==> src/rtl/i2c_pkg.sv <==
// Shared definitions for the I2C target controller: protocol state set,
// address width and the address-compare helper.
package i2c_pkg;

    localparam int I2C_ADDR_W = 7;

    typedef enum logic [2:0] {
        IDLE,
        ADDR,
        ADDR_ACK,
        RX,
        RX_ACK,
        TX,
        TX_ACK,
        WAIT_STOP
    } i2c_state_t;

    // The first byte after START carries the address in [7:1] and R/W in [0].
    function automatic logic addr_match(input logic [7:0]            i_byte,
                                        input logic [I2C_ADDR_W-1:0] i_addr);
        return (i_byte[7:1] == i_addr);
    endfunction

endpackage

==> src/rtl/i2c_line_sync.sv <==
// Oversamples one raw I2C pin: a 2-flop synchronizer plus one history flop.
// All flops reset to 1 so that an idle bus yields no edges out of reset.
module i2c_line_sync (
    input  logic clk,
    input  logic rst_n,
    input  logic pin,
    output logic lvl,
    output logic rise,
    output logic fall
);

    logic r_s1;
    logic r_s2;
    logic r_s3;

    // Synchronize the pin and keep one cycle of history for edge detection.
    always_ff @(posedge clk or negedge rst_n) begin
        if (!rst_n) begin
            r_s1 <= 1'b1;
            r_s2 <= 1'b1;
            r_s3 <= 1'b1;
        end else begin
            r_s1 <= pin;
            r_s2 <= r_s1;
            r_s3 <= r_s2;
        end
    end

    assign lvl  = r_s2;
    assign rise = r_s2 & ~r_s3;
    assign fall = ~r_s2 & r_s3;

endmodule

==> src/rtl/i2c_slave_ctrl.sv <==
// I2C target-side protocol controller for a fixed 7-bit address.
// Detects START/STOP on the synchronized lines, shifts address and data,
// drives ACKs and read data through an open-drain enable, and hands
// received bytes / read-data requests to the surrounding logic.
module i2c_slave_ctrl
    import i2c_pkg::*;
#(
    parameter logic [I2C_ADDR_W-1:0] SLAVE_ADDR = 7'h50
) (
    input  logic       clk,
    input  logic       rst_n,
    input  logic       scl_in,
    input  logic       sda_in,
    output logic       sda_oe,
    output logic [7:0] rx_data,
    output logic       rx_valid,
    output logic       tx_req,
    input  logic [7:0] tx_data,
    output logic       addr_hit,
    output logic       rw,
    output logic       busy
);

    logic       w_scl_lvl;
    logic       w_scl_rise;
    logic       w_scl_fall;
    logic       w_sda_lvl;
    logic       w_sda_rise;
    logic       w_sda_fall;
    logic       w_scl_high;
    logic       w_start;
    logic       w_stop;
    logic       w_last_bit;
    logic [7:0] w_next_byte;

    i2c_state_t r_state;
    logic [2:0] r_bit_cnt;
    logic [7:0] r_shift;
    // Marks the second half of an ACK slot: set once the first SCL event of
    // the slot has been handled (ACK driven, or master ACK seen in TX_ACK).
    logic       r_ack_half;
    logic       r_sda_oe;
    logic [7:0] r_rx_data;
    logic       r_rx_valid;
    logic       r_tx_req;
    logic       r_addr_hit;
    logic       r_rw;
    logic       r_busy;

    i2c_line_sync u_scl_sync (
        .clk   (clk),
        .rst_n (rst_n),
        .pin   (scl_in),
        .lvl   (w_scl_lvl),
        .rise  (w_scl_rise),
        .fall  (w_scl_fall)
    );

    i2c_line_sync u_sda_sync (
        .clk   (clk),
        .rst_n (rst_n),
        .pin   (sda_in),
        .lvl   (w_sda_lvl),
        .rise  (w_sda_rise),
        .fall  (w_sda_fall)
    );

    // SCL has been high for two consecutive samples (s2 = s3 = 1).
    assign w_scl_high  = w_scl_lvl & ~w_scl_rise;
    assign w_start     = w_sda_fall & w_scl_high;
    assign w_stop      = w_sda_rise & w_scl_high;
    assign w_last_bit  = (r_bit_cnt == 3'd7);
    assign w_next_byte = {r_shift[6:0], w_sda_lvl};

    // Protocol sequencer; START/STOP override any bit activity this cycle.
    always_ff @(posedge clk or negedge rst_n) begin
        if (!rst_n) begin
            r_state    <= IDLE;
            r_bit_cnt  <= '0;
            r_shift    <= '0;
            r_ack_half <= 1'b0;
            r_sda_oe   <= 1'b0;
            r_rx_data  <= '0;
            r_rx_valid <= 1'b0;
            r_tx_req   <= 1'b0;
            r_addr_hit <= 1'b0;
            r_rw       <= 1'b0;
            r_busy     <= 1'b0;
        end else begin
            r_rx_valid <= 1'b0;
            r_tx_req   <= 1'b0;
            r_addr_hit <= 1'b0;

            if (w_stop) begin
                r_state    <= IDLE;
                r_busy     <= 1'b0;
                r_sda_oe   <= 1'b0;
                r_ack_half <= 1'b0;
            end else if (w_start) begin
                r_state    <= ADDR;
                r_bit_cnt  <= '0;
                r_sda_oe   <= 1'b0;
                r_ack_half <= 1'b0;
            end else begin
                case (r_state)
                    IDLE: begin
                        r_sda_oe <= 1'b0;
                    end

                    ADDR: begin
                        if (w_scl_rise) begin
                            r_shift   <= w_next_byte;
                            r_bit_cnt <= r_bit_cnt + 3'd1;
                            if (w_last_bit) begin
                                if (addr_match(w_next_byte, SLAVE_ADDR)) begin
                                    r_addr_hit <= 1'b1;
                                    r_rw       <= w_next_byte[0];
                                    r_busy     <= 1'b1;
                                    r_state    <= ADDR_ACK;
                                end else begin
                                    r_busy  <= 1'b0;
                                    r_state <= WAIT_STOP;
                                end
                            end
                        end
                    end

                    ADDR_ACK: begin
                        if (w_scl_fall) begin
                            if (!r_ack_half) begin
                                r_sda_oe   <= 1'b1;
                                r_ack_half <= 1'b1;
                                r_tx_req   <= r_rw;
                            end else begin
                                r_ack_half <= 1'b0;
                                if (r_rw) begin
                                    // Release ACK and present the read MSB in one step.
                                    r_shift  <= tx_data;
                                    r_sda_oe <= ~tx_data[7];
                                    r_state  <= TX;
                                end else begin
                                    r_sda_oe <= 1'b0;
                                    r_state  <= RX;
                                end
                            end
                        end
                    end

                    RX: begin
                        if (w_scl_rise) begin
                            r_shift   <= w_next_byte;
                            r_bit_cnt <= r_bit_cnt + 3'd1;
                            if (w_last_bit) begin
                                r_rx_data  <= w_next_byte;
                                r_rx_valid <= 1'b1;
                                r_state    <= RX_ACK;
                            end
                        end
                    end

                    RX_ACK: begin
                        if (w_scl_fall) begin
                            if (!r_ack_half) begin
                                r_sda_oe   <= 1'b1;
                                r_ack_half <= 1'b1;
                            end else begin
                                r_sda_oe   <= 1'b0;
                                r_ack_half <= 1'b0;
                                r_state    <= RX;
                            end
                        end
                    end

                    TX: begin
                        if (w_scl_fall) begin
                            r_bit_cnt <= r_bit_cnt + 3'd1;
                            if (w_last_bit) begin
                                r_sda_oe <= 1'b0;
                                r_state  <= TX_ACK;
                            end else begin
                                r_sda_oe <= ~r_shift[6];
                                r_shift  <= {r_shift[6:0], 1'b0};
                            end
                        end
                    end

                    TX_ACK: begin
                        if (w_scl_rise && !r_ack_half) begin
                            if (!w_sda_lvl) begin
                                r_tx_req   <= 1'b1;
                                r_ack_half <= 1'b1;
                            end else begin
                                r_state <= WAIT_STOP;
                            end
                        end else if (w_scl_fall && r_ack_half) begin
                            r_ack_half <= 1'b0;
                            r_shift    <= tx_data;
                            r_sda_oe   <= ~tx_data[7];
                            r_state    <= TX;
                        end
                    end

                    WAIT_STOP: begin
                        r_sda_oe <= 1'b0;
                    end

                    default: begin
                        r_state  <= IDLE;
                        r_sda_oe <= 1'b0;
                    end
                endcase
            end
        end
    end

    assign sda_oe   = r_sda_oe;
    assign rx_data  = r_rx_data;
    assign rx_valid = r_rx_valid;
    assign tx_req   = r_tx_req;
    assign addr_hit = r_addr_hit;
    assign rw       = r_rw;
    assign busy     = r_busy;

endmodule

==> config.mk <==
export PLATFORM = sky130hd
export DESIGN_NAME = i2c_slave_ctrl
export DESIGN_NICKNAME = d
export VERILOG_FILES = /design/src/rtl/i2c_pkg.sv /design/src/rtl/i2c_line_sync.sv /design/src/rtl/i2c_slave_ctrl.sv
export SDC_FILE = /design/constraint.sdc
export NUM_CORES = 1
export LEC_CHECK = 0
export BUFFER_PORTS_ARGS = -buffer_cell sky130_fd_sc_hd__buf_2
export CORE_ASPECT_RATIO = 1.1
export CORE_MARGIN = 5
export CORE_UTILIZATION = 54
export CTS_BUF_LIST = sky130_fd_sc_hd__clkbuf_4 sky130_fd_sc_hd__clkbuf_8
export CTS_CLUSTER_DIAMETER = 120
export DETAILED_ROUTE_END_ITERATION = 6
export PLACE_DENSITY = 0.79
export REMOVE_ABC_BUFFERS = 1
export SLEW_MARGIN = 20
export SYNTH_ARGS = -nofsm -noshare
export SYNTH_HDL_FRONTEND = slang
export SYNTH_SLANG_ARGS = --single-unit
export TNS_END_PERCENT = 50
==> constraint.sdc <==
create_clock -name clk -period 2.57 [get_ports clk]
set_clock_uncertainty 0.05 [all_clocks]
set_input_delay 0.257 -clock clk [delete_from_list [all_inputs] [get_ports clk]]
set_output_delay 0.257 -clock clk [all_outputs]
set_load 0.1 [all_outputs]
==> flow_summary.json, run 1 <==
{
  "outcome": "complete, no violations",
  "power_density_nw_per_um2": 1040,
  "max_slew_margin": 0.502,
  "p_leak_nw": 1.01,
  "ctsResizeCount": 0,
  "worstPathArrival_ns": 2.41,
  "drive_gt1_frac": 0.385,
  "drc_errors": 0,
  "rr_startpoint": "r_state[2]",
  "drt_wl_total_um": 3900,
  "cts.sinks": 34,
  "insertedDiodeCount": 0,
  "overflow": 0,
  "timing.rr.end": "r_state[0]",
  "crit_family": "flip-flops",
  "synth.distinct_cells": 46,
  "wl_met1_um": 1650,
  "ys_seq_elements": 34,
  "ir_drop_mv": 0.535,
  "p_clk_frac": 0.228,
  "ctsHtreeMaxLevel": 2,
  "synth.cell_area_um2": 1800,
  "synth_area_per_cell_um2": 11.0,
  "die_w_um": 65.1,
  "setup_viol": 0,
  "worstPathMaxFanout": 23,
  "vias": 1391,
  "critPathSlowestCell": "dfrtp_1",
  "die-height_um": 70.6,
  "rows": 22,
  "min_period_over_period": 0.868,
  "async_flop_share": 1.00,
  "endpoint_kind": "flip-flop",
  "ys_seq_area_frac": 0.477,
  "cp.required_ns": 2.75,
  "path_clk_slew_ns": 0.11,
  "synth_edf_count": 0,
  "design.portCount": 26,
  "p_int_w": 0.00138,
  "start_kind": "flip-flop",
  "cp_cell_sequence": "nand2b_1 -> a221o_1 -> a2bb2oi_2 -> a21oi_2 -> mux2_1",
  "gp_congestion": 0.870,
  "drv_slew": 0,
  "yosysWarnings": 0,
  "swShare": 0.367,
  "ant_nets": 0,
  "post-route-min-period_ns": 2.23,
  "ys_top_cells_by_count": "dfrtp_1 (28), mux2_2 (22), nand2_1 (13)",
  "antenna_found_initial": 0,
  "io_buffers": 25,
  "clock_path_buffers": 2,
  "path_buf_inv": 0,
  "cts_tree": "done",
  "p_switching_w": 0.000798,
  "coreArea_um2": 3280,
  "grt_pass1_vias": 1414,
  "clk_latency_ns": 0.34,
  "rrSetupSlack_ns": 0.34,
  "critPathMaxStageDelay_ns": 0.80,
  "clockRootBuffer": "clkbuf_4",
  "fin_area_um2": 2080,
  "grt_pass1_wl_um": 6850,
  "place_area_um2": 1950,
  "nets": 208,
  "vias_per_cell": 6.02,
  "routed.top_layer": "met4",
  "drt_first_pass_iters": 4,
  "holdPathEnd": "r_shift[6]",
  "worstMarginPinSlew_ns": 0.748,
  "drtIter0Drc": 106,
  "dieArea_um2": 4590,
  "start_util": 0.550,
  "fmax_mhz": 448,
  "ys_dominant_reg_cell": "dfrtp_1",
  "synth_area_leader_cell": "dfrtp_1",
  "grt_max_degree": 35,
  "power_w": 0.00217,
  "finalSetupTns_ns": 0,
  "dp_hpwl_um": 2700,
  "synth_top_area_frac": 0.389,
  "rsz0062_at_grt": "false",
  "fill_cells": 260,
  "hold_viol": 0,
  "synth_area_leaders": "dfrtp_1 (39%), mux2_2 (14%), dfstp_2 (8.8%)",
  "wl_met3_um": 263,
  "wl_met2_um": 1960,
  "netlist_instances": 164,
  "hold_path_class": "input pin to flip-flop",
  "routedWlPerCell_um": 16.9,
  "syn_to_final_growth_pct": 15.7,
  "cap_violations": 0,
  "post-synth-top-count-cell": "dfrtp_1",
  "seq_power_share": 0.377,
  "cts_buffers": 5,
  "min_path_cells": 3,
  "reg2reg_depth": 5,
  "power_frac_comb": 0.394,
  "min_from": "tx_data[6]",
  "postCtsSetupRepairBufs": 0,
  "worstSetupPathType": "flip-flop to flip-flop",
  "grt_usage": 0.191
}
==> how the worst max path moves through the flow <==
stage | slack [ns] | startpoint | to | depth (start not counted)
final | 0.34 | r_state[2] | r_state[0] | 5
after global routing | 0.28 | r_state[2] | r_state[0] | 5
after CTS | 0.41 | r_state[2] | r_state[0] | 5
after detailed placement | 0.43 | r_state[2] | r_state[0] | 5
after global placement | 0.56 | u_sda_sync.lvl | r_shift[2] | 5
after floorplan | 0.48 | rw | r_shift[0] | 4
==> routing by layer <==
layer / track usage / up-vias
li1: - / 645
met1: 0.242 / 686
met2: 0.308 / 56
met3: 0.0556 / 4
met4: 0.0737 / 0
met5: 0 / -
==> kinds of logic (layout without fill, tap and decap cells) <==
family,count (synthesis),count (layout),share of synthesized area
XOR/XNOR,2,2,0.0139
flip-flops,34,34,0.477
buffers and inverters,13,44,0.0361
AO/OA/AOI/OAI,38,38,0.154
AND/OR/NAND/NOR,48,48,0.139
adder cells (fa/ha/maj),2,2,0.0139
multiplexers,27,27,0.166
==> worst min-delay path, stage by stage <==
cell and delay [ns]:
buf_2 0.07, mux2_2 0.12, mux2_2 0.13
==> state kept, by name, indices dropped and copies added, names as in the netlist, 3 cells and up <==
register and flops:
r_shift 7, rx_data 8, r_state 3, r_bit_cnt 3
==> layout by cell type, fill, tap and decap left out, types with 2 or more instances in the layout <==
| cell | instances |
|---|---|
| a31oi_1 | 2 |
| inv_1 | 5 |
| nor2b_1 | 4 |
| o211ai_1 | 4 |
| ha_1 | 2 |
| nand3_1 | 4 |
| nor3_1 | 2 |
| a21oi_1 | 3 |
| o21ai_1 | 2 |
| buf_2 | 25 |
| clkbuf_4 | 5 |
| dlygate4sd3_1 | 3 |
| nand4_1 | 2 |
| o21a_1 | 3 |
| mux2_2 | 22 |
| nor2_1 | 10 |
| nand2b_1 | 5 |
| nand2_1 | 13 |
| mux2i_1 | 4 |
| dfrtp_1 | 28 |
| buf_4 | 3 |
| bufinv_16 | 2 |
| o21ai_0 | 8 |
| a21oi_2 | 2 |
| dfstp_2 | 6 |
| a31o_2 | 2 |
==> timing repair <==
action,4_1_cts,5_1_grt
endpoints found under the setup margin,0,0
hold buffers,3,0
endpoints found under the hold margin,30,0
==> power groups by stage <==
stage	Clock [W]	Combinational, W	Sequential, W
5_1_grt	0.000536	0.000938	0.000843
2_1_floorplan	0	0.000554	0.000895
3_3_place_gp	0	0.000809	0.000812
4_1_cts	0.000505	0.000855	0.000816
3_5_place_dp	0	0.000845	0.000824
6_report	0.000496	0.000858	0.000820
==> final cells by class <==
type                            instances  area, um2  area share
Inverter                                5       18.8     0.00901
Clock inverter                          3       68.8      0.0330
Tap cell                               36       45.0      0.0216
Timing Repair Buffer                   31        178      0.0853
Clock buffer                            5       37.5      0.0180
Sequential cell                        34        858       0.412
Multi-Input combinational cell        117        877       0.421
==> through the flow <==
step / utilization / setup slack (ns) / hold slack [ns] / std cells
after CTS: 0.636 / 0.411 / 0.212 / 231
after global placement: 0.594 / 0.565 / 0.297 / 220
after floorplan: - / 0.485 / -0.0886 / 156
after global routing: 0.636 / 0.279 / 0.198 / 231
final: 0.636 / 0.340 / 0.221 / 231
after detailed placement: 0.594 / 0.430 / 0.297 / 220
No activity file was read; power rests on OpenSTA's default activity.
==> inputs of run 2 (changes only) <==
CORE_UTILIZATION = 40   (was 54)
PLACE_DENSITY = 0.62   (was 0.79)
RECOVER_POWER = 25   (was not set)
SETUP_SLACK_MARGIN = 0.05   (was not set)
==> flow_summary.json, run 2 (same netlist as run 1, synthesis figures left out) <==
{
  "path_buf_inv": 0,
  "coreArea_um2": 4320,
  "gp_congestion": 0.812,
  "ctsHtreeMaxLevel": 2,
  "largest_register_ffs": 8,
  "rsz0062_at_grt": "false",
  "min_period_over_period": 0.828,
  "dieArea_um2": 5940,
  "antenna_found_initial": 0,
  "hold_viol": 0,
  "insertedDiodeCount": 0,
  "ctsResizeCount": 0,
  "final_cell_mix": "dfrtp_1 (28), buf_2 (24), mux2_2 (22)",
  "grt_use_met1": 0.179,
  "worstMarginPinSlew_ns": 1.81,
  "place_ws_ns": 0.467,
  "die-height_um": 80.4,
  "cts_buffers": 5,
  "drive_gt1_frac": 0.387,
  "worstSetupPathType": "flip-flop to flip-flop",
  "clk_latency_ns": 0.28,
  "drv_slew": 35,
  "cts_tree": "done",
  "path_clk_slew_ns": 0.07,
  "vias_per_cell": 5.35,
  "violations": "max-capacitance violations, max-slew violations",
  "fmax_mhz": 470,
  "power_density_nw_per_um2": 1060,
  "design.portCount": 26,
  "worstPathArrival_ns": 2.24,
  "clock_path_buffers": 2,
  "io_buffers": 25,
  "worstPathMaxFanout": 18,
  "cts.sinks": 34,
  "layout_commonest_cell": "dfrtp_1",
  "use_met2": 0.247,
  "grt_usage": 0.147,
  "p_leak_nw": 1.02,
  "rows": 25,
  "critPathSlowestCell": "dfrtp_1",
  "start_kind": "flip-flop",
  "clockRootBuffer": "clkbuf_8",
  "busiest_layer": "met2",
  "ir_drop_mv": 0.510,
  "dp_hpwl_um": 2800,
  "syn_to_final_growth_pct": 17.9,
  "drc_errors": 0,
  "outcome": "complete, but fails checks",
  "finalSetupTns_ns": 0,
  "max_slew_margin": -0.207,
  "use_met3": 0.0413,
  "nets": 207,
  "drt_first_pass_iters": 4,
  "final.setup.worst_slack_ns": 0.443,
  "grt_pass1_vias": 1348,
  "routedWlPerCell_um": 15.6,
  "cap_violations": 1,
  "crit_family": "flip-flops",
  "endpoint_kind": "flip-flop",
  "ant_nets": 0,
  "grt_pass1_wl_um": 6650,
  "post-route-min-period_ns": 2.13,
  "cp_cell_sequence": "nor2b_1 -> a21bo_2 -> nand3b_1 -> a21oi_2 -> mux2_2",
  "overflow": 0,
  "postCtsSetupRepairBufs": 0,
  "cp.required_ns": 2.68,
  "die_w_um": 74.0,
  "vias": 1326,
  "setup_viol": 0,
  "start_util": 0.417,
  "hold_path_class": "input pin to flip-flop",
  "drtIter0Drc": 78,
  "critPathMaxStageDelay_ns": 0.66,
  "grt_max_degree": 35,
  "drt_wl_total_um": 3880
}
==> run 2: changes by cell type in the layout (fill, tap and decap cells not counted), sizes merged <==
cell / delta
dlygate4sd3: -2
clkbuf: +1
==> run 2: metal layers <==
metal / vias to the layer above / share of wire
met5: - / 0
met4: 0 / 0.010
met3: 4 / 0.047
met2: 30 / 0.50
met1: 645 / 0.44
li1: 647 / -
==> run 2: path summary, 6_finish.rpt <==
| path | from | cells past startpoint | slack [ns] | to |
|---|---|---|---|---|
| min reg2reg | u_sda_sync.r_s1 | 0 | 0.31 | u_sda_sync.lvl |
| max in group asynchronous | rst_n | 1 | 1.02 | rx_data[7] |
| max reg2reg | r_state[0] | 5 | 0.44 | r_shift[0] |
| max | r_state[0] | 5 | 0.44 | r_shift[0] |
| min in group asynchronous | rst_n | 1 | 0.41 | addr_hit |
| min | sda_in | 1 | 0.03 | u_sda_sync.r_s1 |
==> run 2: cell type report <==
type	count	area (um2)
clock buffer	5	68.8
clock inverter	3	68.8
fill	386	2190
inverter	5	18.8
multi-input combinational	117	877
sequential	34	858
tap	54	67.6
timing repair buffer	30	164
==> run 2: where the power goes <==
group	internal, W	total, W	switching, W	leakage, nW
logic	0.000404	0.000815	0.000411	0.522
registers	0.000660	0.000837	0.000177	0.429
clock network	0.000389	0.000590	0.000202	0.0683
==> run 2: per-stage QoR <==
step / cell area (um2) / cells / total power (W) / hold WS, ns / utilization
after detailed placement: 1980 / 239 / 0.00166 / 0.298 / 0.458
after CTS: 2110 / 247 / 0.00226 / 0.00291 / 0.490
final: 2120 / 248 / 0.00224 / 0.0271 / 0.492
after global placement: 1980 / 239 / 0.00163 / 0.298 / 0.458
after floorplan: 1750 / 156 / 0.00145 / -0.0886 / -
after global routing: 2120 / 248 / 0.00240 / 0.00140 / 0.492
==> run 2: timing repair <==
item / 4_1_cts / 5_1_grt
hold endpoints to repair: 0 / 1
endpoints found under the setup margin: 0 / 0
hold buffers: 0 / 1
==> inputs of run 3 (changes only) <==
PLACE_DENSITY = 0.64   (was 0.62)
clock period = 1.9 ns   (was 2.57 ns; I/O delays follow)
==> flow_summary.json, run 3 (same netlist as run 1, synthesis figures left out) <==
{
  "ant_nets": 0,
  "min_period_over_period": 0.986,
  "grt_pass1_wl_um": 7150,
  "cts_tree": "done",
  "ir_drop_mv": 0.781,
  "layout_commonest_cell": "dfrtp_1",
  "power_frac_comb": 0.413,
  "worstPathArrival_ns": 2.00,
  "cp_cell_sequence": "and4bb_1 -> a221o_1 -> a2bb2oi_2 -> a21oi_2 -> mux2_4",
  "seq_power_share": 0.333,
  "finalSetupTns_ns": 0,
  "design.portCount": 26,
  "fmax_mhz": 534,
  "critPathMaxStageDelay_ns": 0.54,
  "worstMarginPinSlew_ns": 0.829,
  "final.setup.worst_slack_ns": 0.0272,
  "drive_gt1_frac": 0.452,
  "drt_wl_total_um": 4130,
  "rows": 25,
  "antenna_found_initial": 0,
  "syn_to_final_growth_pct": 26.1,
  "fin_area_um2": 2270,
  "max_slew_margin": 0.448,
  "die_w_um": 74.0,
  "outcome": "complete, no violations",
  "endpoint_kind": "flip-flop",
  "clock_path_buffers": 2,
  "fin_cells": 262,
  "final_cell_mix": "dfrtp_1 (27), buf_2 (24), mux2_2 (22)",
  "drv_slew": 0,
  "multiInputGateArea_um2": 896,
  "worstPathMaxFanout": 3,
  "routedWlPerCell_um": 15.8,
  "hold_path_class": "input pin to flip-flop",
  "ctsHtreeMaxLevel": 2,
  "grt_usage": 0.158,
  "place_ws_ns": 0.0155,
  "overflow": 0,
  "start_util": 0.417,
  "hold_viol": 0,
  "cp.required_ns": 2.03,
  "p_clk_frac": 0.254,
  "insertedDiodeCount": 0,
  "grt_max_degree": 35,
  "critPathSlowestCell": "dfstp_2",
  "nets": 221,
  "vias": 1411,
  "p_int_w": 0.00207,
  "postCtsSetupRepairBufs": 0,
  "fill_cells": 392,
  "dp_cells": 251,
  "path_clk_slew_ns": 0.07,
  "power_density_nw_per_um2": 1400,
  "drc_errors": 0,
  "cap_violations": 0,
  "drt_first_pass_iters": 4,
  "dp_hpwl_um": 3060,
  "swShare": 0.349,
  "grt_pass1_vias": 1504,
  "clk_latency_ns": 0.29,
  "place_area_um2": 2080,
  "die-height_um": 80.4,
  "start_kind": "flip-flop",
  "gp_congestion": 0.829,
  "vias_per_cell": 5.39,
  "dieArea_um2": 5940,
  "regArea_um2": 860,
  "drtIter0Drc": 53,
  "post-route-min-period_ns": 1.87,
  "setup_viol": 0,
  "cts_buffers": 5,
  "coreArea_um2": 4320,
  "p_switching_w": 0.00111,
  "worstSetupPathType": "flip-flop to flip-flop",
  "io_buffers": 25,
  "p_leak_nw": 1.10,
  "largest_register_ffs": 8,
  "rsz0062_at_grt": "true",
  "clockRootBuffer": "clkbuf_8",
  "cts.sinks": 34
}
run 3: changes by cell type in the layout (fill, tap and decap cells not counted), sizes merged:
cell and change:
buf +12, dlygate4sd3 +2
run 3: repair_timing:
action                     4_1_cts  5_1_grt
hold buffers                     3        0
setup endpoints to repair        8       12
gates resized for setup          4        4
hold endpoints to repair        30        0
pin swaps                        1        1
run 3: power by group through the flow:
stage	clock network (W)	registers [W]	logic (W)
2_1_floorplan	0	0.00121	0.000750
3_3_place_gp	0	0.00107	0.00124
3_5_place_dp	0	0.00108	0.00127
4_1_cts	0.000827	0.00106	0.00130
5_1_grt	0.000845	0.00109	0.00145
6_report	0.000807	0.00106	0.00131
run 3: area by class of cell:
type / instances / area share
sequential: 34 / 0.379
timing repair buffer: 44 / 0.128
clock inverter: 3 / 0.0303
inverter: 5 / 0.00826
clock buffer: 5 / 0.0303
tap: 54 / 0.0298
multi-input combinational: 117 / 0.394
run 3: path summary, 6_finish.rpt:
check | startpoint | endpoint | slack, ns | cells past startpoint
max | u_scl_sync.r_s3 | r_state[0] | 0.03 | 5
max in group asynchronous | rst_n | r_state[2] | 0.75 | 2
min reg2reg | u_sda_sync.r_s1 | u_sda_sync.lvl | 0.31 | 0
min | tx_data[1] | r_shift[1] | 0.21 | 3
min in group asynchronous | rst_n | tx_req | 0.48 | 2
max reg2reg | u_scl_sync.r_s3 | r_state[0] | 0.03 | 5
run 3: critical path, delay by kind of cell, from the launching register on:
kind            cells  cell delay [ns]
compound gates      3             0.64
flops               1             0.54
mux                 1             0.31
simple gates        1             0.21
run 3: stage by stage:
stage                     total power, W   util  hold slack, ns
after floorplan                  0.00196      -          -0.156
after global placement           0.00231  0.482           0.243
after detailed placement         0.00235  0.482           0.247
after CTS                        0.00319  0.523           0.198
after global routing             0.00338  0.526           0.215
final                            0.00318  0.526           0.207
run 3: metal layers:
metal / routed length (um) / part of all wire / track usage
met5: 0 / 0 / 0
met4: 118 / 0.029 / 0.0743
met3: 246 / 0.060 / 0.0413
met2: 2090 / 0.51 / 0.268
met1: 1670 / 0.40 / 0.184
